$ cat src/rtl/mux_scan_if.sv
// Bundle between the scan controller and its surroundings: request, mask, mux return, select and result word.
// Latency: none, wiring only.
// Backpressure: word_valid/word_ready handshake on the result word.
interface mux_scan_if;
    logic       start;
    logic [5:0] chan_en;
    logic       mux_y;
    logic [2:0] sel;
    logic [5:0] word;
    logic       word_valid;
    logic       word_ready;
    logic       busy;

    // Controller side
    modport master (
        input  start, chan_en, mux_y, word_ready,
        output sel, word, word_valid, busy
    );

    // Requester / mux / consumer side
    modport slave (
        output start, chan_en, mux_y, word_ready,
        input  sel, word, word_valid, busy
    );
endinterface

$ cat src/rtl/mux_scan_ctrl.sv
// Steps the 6:1 mux select over enabled channels, samples mux_y after SETTLE edges each, packs a 6-bit word.
// Latency: N*SETTLE edges from accepted start to word_valid (1 edge when no channel is enabled).
// Backpressure: word and sel are held in HOLD until word_ready; start is ignored outside IDLE.
module mux_scan_ctrl #(
    parameter int SETTLE = 2
) (
    input  logic            clk,
    input  logic            rst_n,
    mux_scan_if.master      bus
);

    localparam logic [3:0] SETTLE_LD = 4'(SETTLE);

    typedef enum logic [1:0] {
        S_IDLE   = 2'd0,
        S_SETTLE = 2'd1,
        S_HOLD   = 2'd2
    } state_t;

    state_t     state_q, state_nxt;
    logic [2:0] sel_q, sel_nxt;
    logic [3:0] cnt_q, cnt_nxt;
    logic [5:0] en_q, en_nxt;
    logic [5:0] word_q, word_nxt;

    logic [2:0] first_idx;
    logic [2:0] next_idx;
    logic       next_vld;

    // Priority pick: lowest enabled channel in the incoming mask, and lowest latched channel above sel
    always_comb begin
        first_idx = 3'd0;
        next_idx  = 3'd0;
        next_vld  = 1'b0;
        for (int i = 5; i >= 0; i--) begin
            if (bus.chan_en[i]) begin
                first_idx = 3'(i);
            end
            if (en_q[i] && (3'(i) > sel_q)) begin
                next_idx = 3'(i);
                next_vld = 1'b1;
            end
        end
    end

    // Next-state and datapath updates; everything holds unless the current state says otherwise
    always_comb begin
        state_nxt = state_q;
        sel_nxt   = sel_q;
        cnt_nxt   = cnt_q;
        en_nxt    = en_q;
        word_nxt  = word_q;
        unique case (state_q)
            S_IDLE: begin
                if (bus.start) begin
                    en_nxt   = bus.chan_en;
                    word_nxt = 6'd0;
                    if (bus.chan_en != 6'd0) begin
                        sel_nxt   = first_idx;
                        cnt_nxt   = SETTLE_LD;
                        state_nxt = S_SETTLE;
                    end else begin
                        state_nxt = S_HOLD;
                    end
                end
            end
            S_SETTLE: begin
                if (cnt_q > 4'd1) begin
                    cnt_nxt = cnt_q - 4'd1;
                end else begin
                    // Settle window elapsed: capture this channel, then advance or finish
                    word_nxt[sel_q] = bus.mux_y;
                    if (next_vld) begin
                        sel_nxt = next_idx;
                        cnt_nxt = SETTLE_LD;
                    end else begin
                        state_nxt = S_HOLD;
                    end
                end
            end
            S_HOLD: begin
                if (bus.word_ready) begin
                    sel_nxt   = 3'd0;
                    state_nxt = S_IDLE;
                end
            end
            default: begin
                state_nxt = S_IDLE;
                sel_nxt   = 3'd0;
            end
        endcase
    end

    // State and datapath registers; reset drops any scan in flight and its partial word
    always_ff @(posedge clk or negedge rst_n) begin
        if (!rst_n) begin
            state_q <= S_IDLE;
            sel_q   <= 3'd0;
            cnt_q   <= 4'd0;
            en_q    <= 6'd0;
            word_q  <= 6'd0;
        end else begin
            state_q <= state_nxt;
            sel_q   <= sel_nxt;
            cnt_q   <= cnt_nxt;
            en_q    <= en_nxt;
            word_q  <= word_nxt;
        end
    end

    assign bus.sel        = sel_q;
    assign bus.word       = word_q;
    assign bus.word_valid = (state_q == S_HOLD);
    assign bus.busy       = (state_q != S_IDLE);

endmodule

$ cat src/flat_wrapper.sv
// flat-port wrapper written by rule: the top's interface ports become plain ports
module mux_scan_ctrl_flat 
#(
    parameter int SETTLE = 2
)
  (clk, rst_n, bus_start, bus_chan_en, bus_mux_y, bus_word_ready, bus_sel, bus_word, bus_word_valid, bus_busy);
  mux_scan_if bus_i ();
  input  logic clk;
  input  logic rst_n;
  input wire logic [$bits(bus_i.start)-1:0] bus_start;
  input wire logic [$bits(bus_i.chan_en)-1:0] bus_chan_en;
  input wire logic [$bits(bus_i.mux_y)-1:0] bus_mux_y;
  input wire logic [$bits(bus_i.word_ready)-1:0] bus_word_ready;
  output wire logic [$bits(bus_i.sel)-1:0] bus_sel;
  output wire logic [$bits(bus_i.word)-1:0] bus_word;
  output wire logic [$bits(bus_i.word_valid)-1:0] bus_word_valid;
  output wire logic [$bits(bus_i.busy)-1:0] bus_busy;
  assign bus_i.start = bus_start;
  assign bus_i.chan_en = bus_chan_en;
  assign bus_i.mux_y = bus_mux_y;
  assign bus_i.word_ready = bus_word_ready;
  assign bus_sel = bus_i.sel;
  assign bus_word = bus_i.word;
  assign bus_word_valid = bus_i.word_valid;
  assign bus_busy = bus_i.busy;
  mux_scan_ctrl #(.SETTLE(SETTLE)) u_core (.clk(clk), .rst_n(rst_n), .bus(bus_i));
endmodule
$ cat config.mk
export PLATFORM = sky130hd
export DESIGN_NAME = mux_scan_ctrl_flat
export DESIGN_NICKNAME = d
export VERILOG_FILES = /design/src/rtl/mux_scan_if.sv /design/src/rtl/mux_scan_ctrl.sv /design/src/flat_wrapper.sv
export SDC_FILE = /design/constraint.sdc
export NUM_CORES = 1
export LEC_CHECK = 0
export BUFFER_PORTS_ARGS = -buffer_cell sky130_fd_sc_hd__buf_2
export CAP_MARGIN = 15
export CORE_ASPECT_RATIO = 1.25
export CORE_MARGIN = 10
export CORE_UTILIZATION = 57
export CTS_BUF_LIST = sky130_fd_sc_hd__clkbuf_2
export CTS_CLUSTER_DIAMETER = 80
export DETAILED_ROUTE_END_ITERATION = 6
export GPL_ROUTABILITY_DRIVEN = 0
export HOLD_SLACK_MARGIN = 0.02
export PLACE_DENSITY = 0.81
export SYNTH_ARGS = -nofsm -noshare
export SYNTH_HDL_FRONTEND = slang
export SYNTH_SLANG_ARGS = --single-unit
export TNS_END_PERCENT = 20
$ cat constraint.sdc
create_clock -name clk -period 2.3 [get_ports clk]
set_clock_uncertainty 0.1 [all_clocks]
set_input_delay 0.345 -clock clk [delete_from_list [all_inputs] [get_ports clk]]
set_output_delay 0.345 -clock clk [all_outputs]
set_load 0.05 [all_outputs]
==> results.sh, run 1 <==
export IMPL_finalSetupTns_ns=0
export IMPL_critical_path_class="register to register"
export IMPL_antennaDiodeCount=0
export IMPL_min_delay_start="bus_word_ready"
export IMPL_utilization_pct=68.5
export IMPL_grt_pass1_vias=1032
export IMPL_clk_pin_slew_worst_paths_ns=0.18
export IMPL_core_area_um2=2030
export IMPL_grt_usage_pct=13.3
export IMPL_min_to="u_core.state_q[1]"
export IMPL_nets=163
export IMPL_remaining_drc_errors=0
export IMPL_synthDominantCellAreaShare_pct=40.1
export IMPL_synth_common_cells="20 x dfrtp_1, 11 x nand2_1, 9 x inv_1, 9 x nor2_1"
export IMPL_synth_edf_count=0
export IMPL_grt_pass1_wl_um=4620
export IMPL_synth_area_leaders="dfrtp_1 40%, mux2_2 3.6%, nand2_1 3.3%"
export IMPL_clock_root_buffer="clkbuf_2"
export IMPL_min_period_ns=2.19
export IMPL_antenna_found_initial=0
export IMPL_r2r_start="u_core.cnt_q[0]"
export IMPL_io_pins=22
export IMPL_synth_main_ff_cell="dfrtp_1"
export IMPL_finalHoldViolCount=0
export IMPL_dieArea_um2=4470
export IMPL_hold_path_class="input pin to register"
export IMPL_start_util_pct=61.5
export IMPL_async_reset_ff_share_pct=100
export IMPL_dpl_cell_area_um2=1360
export IMPL_design_area_um2=1390
export IMPL_min_path_cells=3
export IMPL_route_vias_total=1027
export IMPL_wl_met2_um=1410
export IMPL_first_pass_iters=4
export IMPL_die_x_um=61.8
export IMPL_leakage_uw=0.000641
export IMPL_synthesis_area_um2=1250
export IMPL_crit_start="u_core.cnt_q[0]"
export IMPL_setup_violations=0
export IMPL_clk_path_buf_depth=2
export IMPL_synthCells=125
export IMPL_crit_fanout=6
export IMPL_routed_wl_met3_um=152
export IMPL_cts_buffers=3
export IMPL_critPathLaunchType="register"
export IMPL_max_freq_mhz=457
export IMPL_seq_area_frac_synth_pct=40.1
export IMPL_rrSetupSlack_ns=0.11
export IMPL_drv_slew=0
export IMPL_ys_warnings_count=0
export IMPL_ys_types=49
export IMPL_syn_to_final_growth_pct=11.2
export IMPL_avgViaCountPerCell=6.11
export IMPL_gr_total_overflow=0
export IMPL_p_per_area_nw_per_um2=1590
export IMPL_period_share_pct=95.1
export IMPL_io_buffers=21
export IMPL_die_height_um=72.3
export IMPL_r2r_end="u_core.bus.sel[0]"
export IMPL_crit_path_end_kind="register"
export IMPL_rsz0062_at_grt="no"
export IMPL_reg2reg_depth=7
export IMPL_peakVddDrop_mv=0.914
export IMPL_cts_setup_buffers=0
export IMPL_syn_avg_cell_area_um2=9.98
export IMPL_outcome="finished clean"
export IMPL_fp_row_count=18
export IMPL_p_total_uw=2200
export IMPL_slew_headroom_pct=69.1
export IMPL_cp_arrival_ns=2.31
export IMPL_drive_gt1_share_pct=31.1
export IMPL_wire_per_inst_um=16.4
export IMPL_dp_hpwl_um=2170
export IMPL_wl_um=2750
export IMPL_grt_max_degree=21
export IMPL_clock_sinks=20
export IMPL_insertion_delay_ns=0.31
export IMPL_cap_violations=0
export IMPL_drt_met1_wl_um=1140
export IMPL_drt_first_iter_violations=41
export IMPL_synth_most_common_cell="dfrtp_1"
export IMPL_ant_nets=0
export IMPL_synth_top_area_cell="dfrtp_1"
export IMPL_worst_ep_required_time_ns=2.42
export IMPL_syn_num_nets=138
export IMPL_htreeDepth=1
export IMPL_top_layer="met4"
export IMPL_cts_tree="yes"
export IMPL_tightest_slew_ns=0.463
export IMPL_yosys_register_bits=20
==> report_power, final <==
group	switching, µW	internal [µW]
clock	105	35.6
sequential	183	502
combinational	842	536
total	1130	1070
==> per-stage QoR <==
step / hold WS [ns] / cells / setup slack [ns]
2_1_floorplan: -0.0506 / 125 / 0.180
3_3_place_gp: 0.214 / 164 / 0.229
3_5_place_dp: 0.218 / 164 / 0.154
4_1_cts: 0.181 / 168 / 0.121
5_1_grt: 0.157 / 168 / 0.0459
6_report: 0.188 / 168 / 0.112
==> final cells by class <==
cell class | instances | area (µm²)
repair buffers | 23 | 123
flip-flops and latches | 20 | 500
well taps | 20 | 25.0
inverters | 9 | 33.8
fillers | 182 | 639
clock buffers | 3 | 15.0
multi-input cells | 93 | 691
==> timing repair <==
| item | CTS | global route |
|---|---|---|
| resized for setup | 0 | 0 |
| endpoints found under the hold margin | 20 | 0 |
| hold buffers | 1 | 0 |
==> flip-flops by register name, indices dropped and copies added, names as in the netlist <==
| signal | flops |
|---|---|
| u_core.bus.sel | 3 |
| u_core.bus.word | 6 |
| u_core.cnt_q | 4 |
| u_core.en_q | 5 |
| u_core.state_q | 2 |
==> routing by layer <==
layer	global-route usage [%]	vias up
met4	4.48	0
met5	0	-
met1	15.5	483
met3	2.44	5
li1	-	510
met2	23.3	29
==> worst max-delay path, stage by stage, from the launching register on <==
cell and delay [ns]:
dfrtp_1 0.47, inv_1 0.10, ha_1 0.18, nor2_1 0.07
o31a_4 0.30, or2_4 0.28, a311oi_4 0.26, mux2_4 0.33
==> cells by family after synthesis <==
kind of cell	synth area share (%)
simple gates	21.7
compound gates	25.3
flops	40.1
buf+inv	4.51
mux	6.42
fa+ha+maj	2.01
==> worst max-delay path by stage <==
stage	slack [ns]	depth (start not counted)	to
6_report	0.11	7	u_core.bus.sel[0]
5_1_grt	0.05	7	u_core.bus.sel[0]
4_1_cts	0.12	7	u_core.bus.sel[0]
3_5_place_dp	0.15	7	u_core.bus.sel[0]
3_3_place_gp	0.23	7	u_core.bus.sel[0]
2_1_floorplan	0.18	6	u_core.bus.sel[0]
==> cell usage in the layout, fill, tap and decap left out, drive strengths merged, types with 2 or more instances in the layout <==
cell type  instances
o21ai              9
nand3              3
a21o               2
mux2i              2
buf               22
inv                9
nand2b             2
o31ai              3
o32a               2
clkbuf             3
nand2             11
dfrtp             20
a21oi              9
ha                 2
nor3               4
nor2b              5
nor4               3
nor2              10
mux2               5
Power figures use the tool's default switching activity.
==> run 2: changes to the inputs <==
- CELL_PAD_IN_SITES_DETAIL_PLACEMENT: unset -> 1
- CELL_PAD_IN_SITES_GLOBAL_PLACEMENT: unset -> 2
- CORE_UTILIZATION: 57 -> 36
- PLACE_DENSITY: 0.81 -> unset
- PLACE_DENSITY_LB_ADDON: unset -> 0.1
==> results.sh, run 2 (same netlist as run 1, synthesis figures left out) <==
export IMPL_cap_violations=0
export IMPL_grt_pass1_vias=1165
export IMPL_wl_um=3180
export IMPL_cp_arrival_ns=2.30
export IMPL_finalHoldViolCount=0
export IMPL_core_area_um2=3280
export IMPL_hold_path_class="input pin to register"
export IMPL_clock_sinks=20
export IMPL_drv_slew=0
export IMPL_start_util_pct=38.0
export IMPL_dieArea_um2=6230
export IMPL_avgViaCountPerCell=5.56
export IMPL_final_common_cell="buf_2"
export IMPL_drive_gt1_share_pct=33.1
export IMPL_top_layer="met4"
export IMPL_die_height_um=85.8
export IMPL_holdWs_ns=0.192
export IMPL_syn_to_final_growth_pct=15.2
export IMPL_fp_row_count=23
export IMPL_crit_fanout=6
export IMPL_route_vias_total=1045
export IMPL_outcome="finished clean"
export IMPL_io_pins=22
export IMPL_fill_cells=388
export IMPL_clk_pin_slew_worst_paths_ns=0.17
export IMPL_peakVddDrop_mv=0.696
export IMPL_worst_ep_required_time_ns=2.42
export IMPL_routed_wl_met3_um=104
export IMPL_clock_root_buffer="clkbuf_2"
export IMPL_max_freq_mhz=459
export IMPL_largest_reg_flops=6
export IMPL_grt_max_degree=21
export IMPL_dp_hpwl_um=2650
export IMPL_nets=166
export IMPL_rsz0062_at_grt="yes"
export IMPL_antenna_found_initial=0
export IMPL_wl_met2_um=1750
export IMPL_finalSetupTns_ns=0
export IMPL_gr_total_overflow=0
export IMPL_grt_pass1_wl_um=5510
export IMPL_critPathLaunchType="register"
export IMPL_slew_headroom_pct=65.6
export IMPL_period_share_pct=94.8
export IMPL_critical_path_class="register to register"
export IMPL_remaining_drc_errors=0
export IMPL_wire_per_inst_um=16.9
export IMPL_drt_met1_wl_um=1280
export IMPL_min_period_ns=2.18
export IMPL_antennaDiodeCount=0
export IMPL_die_x_um=72.7
export IMPL_htreeDepth=1
export IMPL_insertion_delay_ns=0.31
export IMPL_p_total_uw=2260
export IMPL_cts_buffers=3
export IMPL_clk_path_buf_depth=2
export IMPL_grt_usage_pct=10.9
export IMPL_first_pass_iters=4
export IMPL_cts_tree="yes"
export IMPL_p_per_area_nw_per_um2=1570
export IMPL_drt_first_iter_violations=34
export IMPL_crit_path_end_kind="register"
export IMPL_tightest_slew_ns=0.516
export IMPL_leakage_uw=0.000657
export IMPL_io_buffers=21
export IMPL_final_cell_mix="21 x buf_2, 20 x dfrtp_1, 11 x nand2_1"
export IMPL_ant_nets=0
export IMPL_setup_violations=0
## run 2: changes by cell type in the layout (fill, tap and decap cells not counted), sizes merged
cell	delta
buf	+3
## run 2: layout make-up
class / instances / area [µm²] / share of cell area, %
well taps: 37 / 46.3 / 3.22
multi-input cells: 93 / 697 / 48.5
flip-flops and latches: 20 / 500 / 34.8
inverters: 9 / 33.8 / 2.35
repair buffers: 26 / 145 / 10.1
clock buffers: 3 / 15.0 / 1.04
## run 2: metal layers
| layer | track usage (%) | vias to the layer above |
|---|---|---|
| met5 | 0 | - |
| met4 | 3.63 | 0 |
| met3 | 1.96 | 5 |
| met2 | 20.3 | 12 |
| met1 | 11.7 | 516 |
| li1 | - | 512 |
## run 2: repair_timing
action                                 CTS  global route
hold buffers                             1             0
setup endpoints to repair                0             2
buffers inserted                         0             0
resized for setup                        0             1
endpoints found under the hold margin   20             0
## run 2: path summary, 6_finish.rpt
check	end	slack, ns	start	cells after the start
setup / recovery	u_core.bus.sel[0]	0.12	u_core.cnt_q[0]	7
hold / removal	u_core.en_q[1]	0.19	bus_chan_en[1]	2
setup reg to reg	u_core.bus.sel[0]	0.12	u_core.cnt_q[0]	7
hold reg to reg	u_core.en_q[2]	0.43	u_core.en_q[2]	1
max in group asynchronous	u_core.cnt_q[1]	1.38	rst_n	2
min in group asynchronous	u_core.en_q[5]	0.40	rst_n	2
## run 2: critical path, stage by stage (launching register included)
cell,delay [ns]
dfrtp_1,0.46
inv_1,0.11
ha_1,0.19
nor2_1,0.08
o31a_4,0.31
or2_4,0.28
a311oi_4,0.26
mux2_4,0.32
## run 2: per-stage QoR
step / setup WS [ns] / area [µm²] / instances / utilization (%)
after floorplan: 0.180 / 1250 / 125 / -
after global placement: 0.210 / 1410 / 184 / 42.9
after detailed placement: 0.138 / 1410 / 184 / 42.9
after CTS: 0.119 / 1430 / 188 / 43.6
after global routing: -0.000367 / 1440 / 188 / 43.8
final: 0.120 / 1440 / 188 / 43.8
## run 2: where the power goes
part	switching [µW]	internal (µW)	total, µW
Sequential	171	503	674
Combinational	878	571	1450
Clock	104	35.6	139
==> run 3: changes to the inputs <==
- BUFFER_PORTS_ARGS: -buffer_cell sky130_fd_sc_hd__buf_2 -> unset
- CORE_UTILIZATION: 36 -> 41
- DONT_BUFFER_PORTS: unset -> 1
==> results.sh, run 3 (same netlist as run 1, synthesis figures left out) <==
export IMPL_p_per_area_nw_per_um2=1650
export IMPL_cts_setup_buffers=0
export IMPL_setup_violations=0
export IMPL_gr_total_overflow=0
export IMPL_grt_pass1_wl_um=5390
export IMPL_worst_path_max_delay_cell="dfrtp_1"
export IMPL_crit_path_end_kind="register"
export IMPL_largest_reg_flops=6
export IMPL_clock_root_buffer="clkbuf_2"
export IMPL_grt_usage_pct=11.8
export IMPL_peakVddDrop_mv=0.701
export IMPL_wl_met2_um=1760
export IMPL_cap_violations=0
export IMPL_cp_arrival_ns=2.29
export IMPL_clk_pin_slew_worst_paths_ns=0.20
export IMPL_top_layer="met4"
export IMPL_antennaDiodeCount=0
export IMPL_drv_slew=0
export IMPL_drt_first_iter_violations=44
export IMPL_slew_headroom_pct=34.5
export IMPL_drt_met1_wl_um=1300
export IMPL_grt_max_degree=21
export IMPL_holdWs_ns=0.0548
export IMPL_wl_um=3220
export IMPL_insertion_delay_ns=0.32
export IMPL_clock_sinks=20
export IMPL_max_stage_delay_ns=0.46
export IMPL_cts_tree="yes"
export IMPL_cts_resized_gates=0
export IMPL_first_pass_iters=4
export IMPL_hold_path_class="input pin to register"
export IMPL_critPathLaunchType="register"
export IMPL_route_vias_total=977
export IMPL_crit_fanout=6
export IMPL_min_period_ns=2.16
export IMPL_max_freq_mhz=464
export IMPL_remaining_drc_errors=0
export IMPL_avgViaCountPerCell=5.89
export IMPL_clk_path_buf_depth=2
export IMPL_nets=145
export IMPL_grt_pass1_vias=1086
export IMPL_start_util_pct=42.8
export IMPL_finalHoldViolCount=0
export IMPL_multi_input_area_um2=691
export IMPL_core_area_um2=2920
export IMPL_tightest_slew_ns=0.979
export IMPL_outcome="finished clean"
export IMPL_io_buffers=0
export IMPL_die_x_um=69.3
export IMPL_drive_gt1_share_pct=21.5
export IMPL_final_cell_mix="20 x dfrtp_1, 11 x nand2_1, 9 x inv_1, 9 x nor2_1"
export IMPL_dpl_cell_area_um2=1300
export IMPL_finalSetupTns_ns=0
export IMPL_design_area_um2=1330
export IMPL_leakage_uw=0.000562
export IMPL_critical_path_class="register to register"
export IMPL_p_total_uw=2190
export IMPL_dp_hpwl_um=2580
export IMPL_antenna_found_initial=0
export IMPL_die_height_um=81.7
export IMPL_fill_cells=346
export IMPL_cpLargestDelayFamily="compound AO/OA/AOI/OAI gates"
export IMPL_period_share_pct=93.8
export IMPL_crit_chain="inv_1 -> ha_1 -> nor2_1 -> o31a_4 -> or2_4 -> a311oi_4 -> mux2_4"
export IMPL_syn_to_final_growth_pct=6.22
export IMPL_worst_ep_required_time_ns=2.44
export IMPL_rsz0062_at_grt="no"
export IMPL_cts_buffers=3
export IMPL_wire_per_inst_um=19.4
export IMPL_final_common_cell="dfrtp_1"
export IMPL_io_pins=22
export IMPL_routed_wl_met3_um=132
export IMPL_fp_row_count=22
export IMPL_utilization_pct=45.4
export IMPL_regArea_um2=500
export IMPL_htreeDepth=1
export IMPL_ant_nets=0
export IMPL_path_buf_inv=1
export IMPL_dieArea_um2=5660
## run 3: worst paths after layout
check	start	to	slack, ns	cells past startpoint
min in group asynchronous	rst_n	u_core.en_q[5]	0.50	1
min	bus_chan_en[1]	u_core.en_q[1]	0.05	1
max	u_core.cnt_q[0]	u_core.bus.sel[0]	0.14	7
max in group asynchronous	rst_n	u_core.bus.word[5]	0.99	1
max reg2reg	u_core.cnt_q[0]	u_core.bus.sel[0]	0.14	7
min reg2reg	u_core.en_q[2]	u_core.en_q[2]	0.43	1
## run 3: repair_timing
| item | in CTS | in global routing |
|---|---|---|
| endpoints found under the hold margin | 20 | 0 |
| hold buffers | 1 | 0 |
| endpoints found under the setup margin | 0 | 0 |
## run 3: metrics by stage
| step | std cells | setup slack, ns |
|---|---|---|
| final | 166 | 0.143 |
| after global routing | 166 | 0.0333 |
| after CTS | 166 | 0.120 |
| after detailed placement | 162 | 0.128 |
| after global placement | 162 | 0.219 |
| after floorplan | 125 | 0.180 |
## run 3: cell type report
type,instances,share of cell area [%]
Clock buffer,3,1.13
Inverter,9,2.55
Multi-Input combinational cell,93,52.1
Sequential cell,20,37.8
Tap cell,36,3.40
Timing Repair Buffer,5,3.02
## run 3: power by group
part | internal [µW] | leakage [µW] | switching (µW) | total [µW]
Clock | 35.6 | 0.0000125 | 107 | 142
Sequential | 500 | 0.000253 | 318 | 818
Combinational | 514 | 0.000297 | 711 | 1230
## run 3: per-layer routing
layer	up-vias	track usage [%]
li1	470	-
met2	12	23.4
met1	491	11.4
met5	-	0
met4	0	5.44
met3	4	2.65
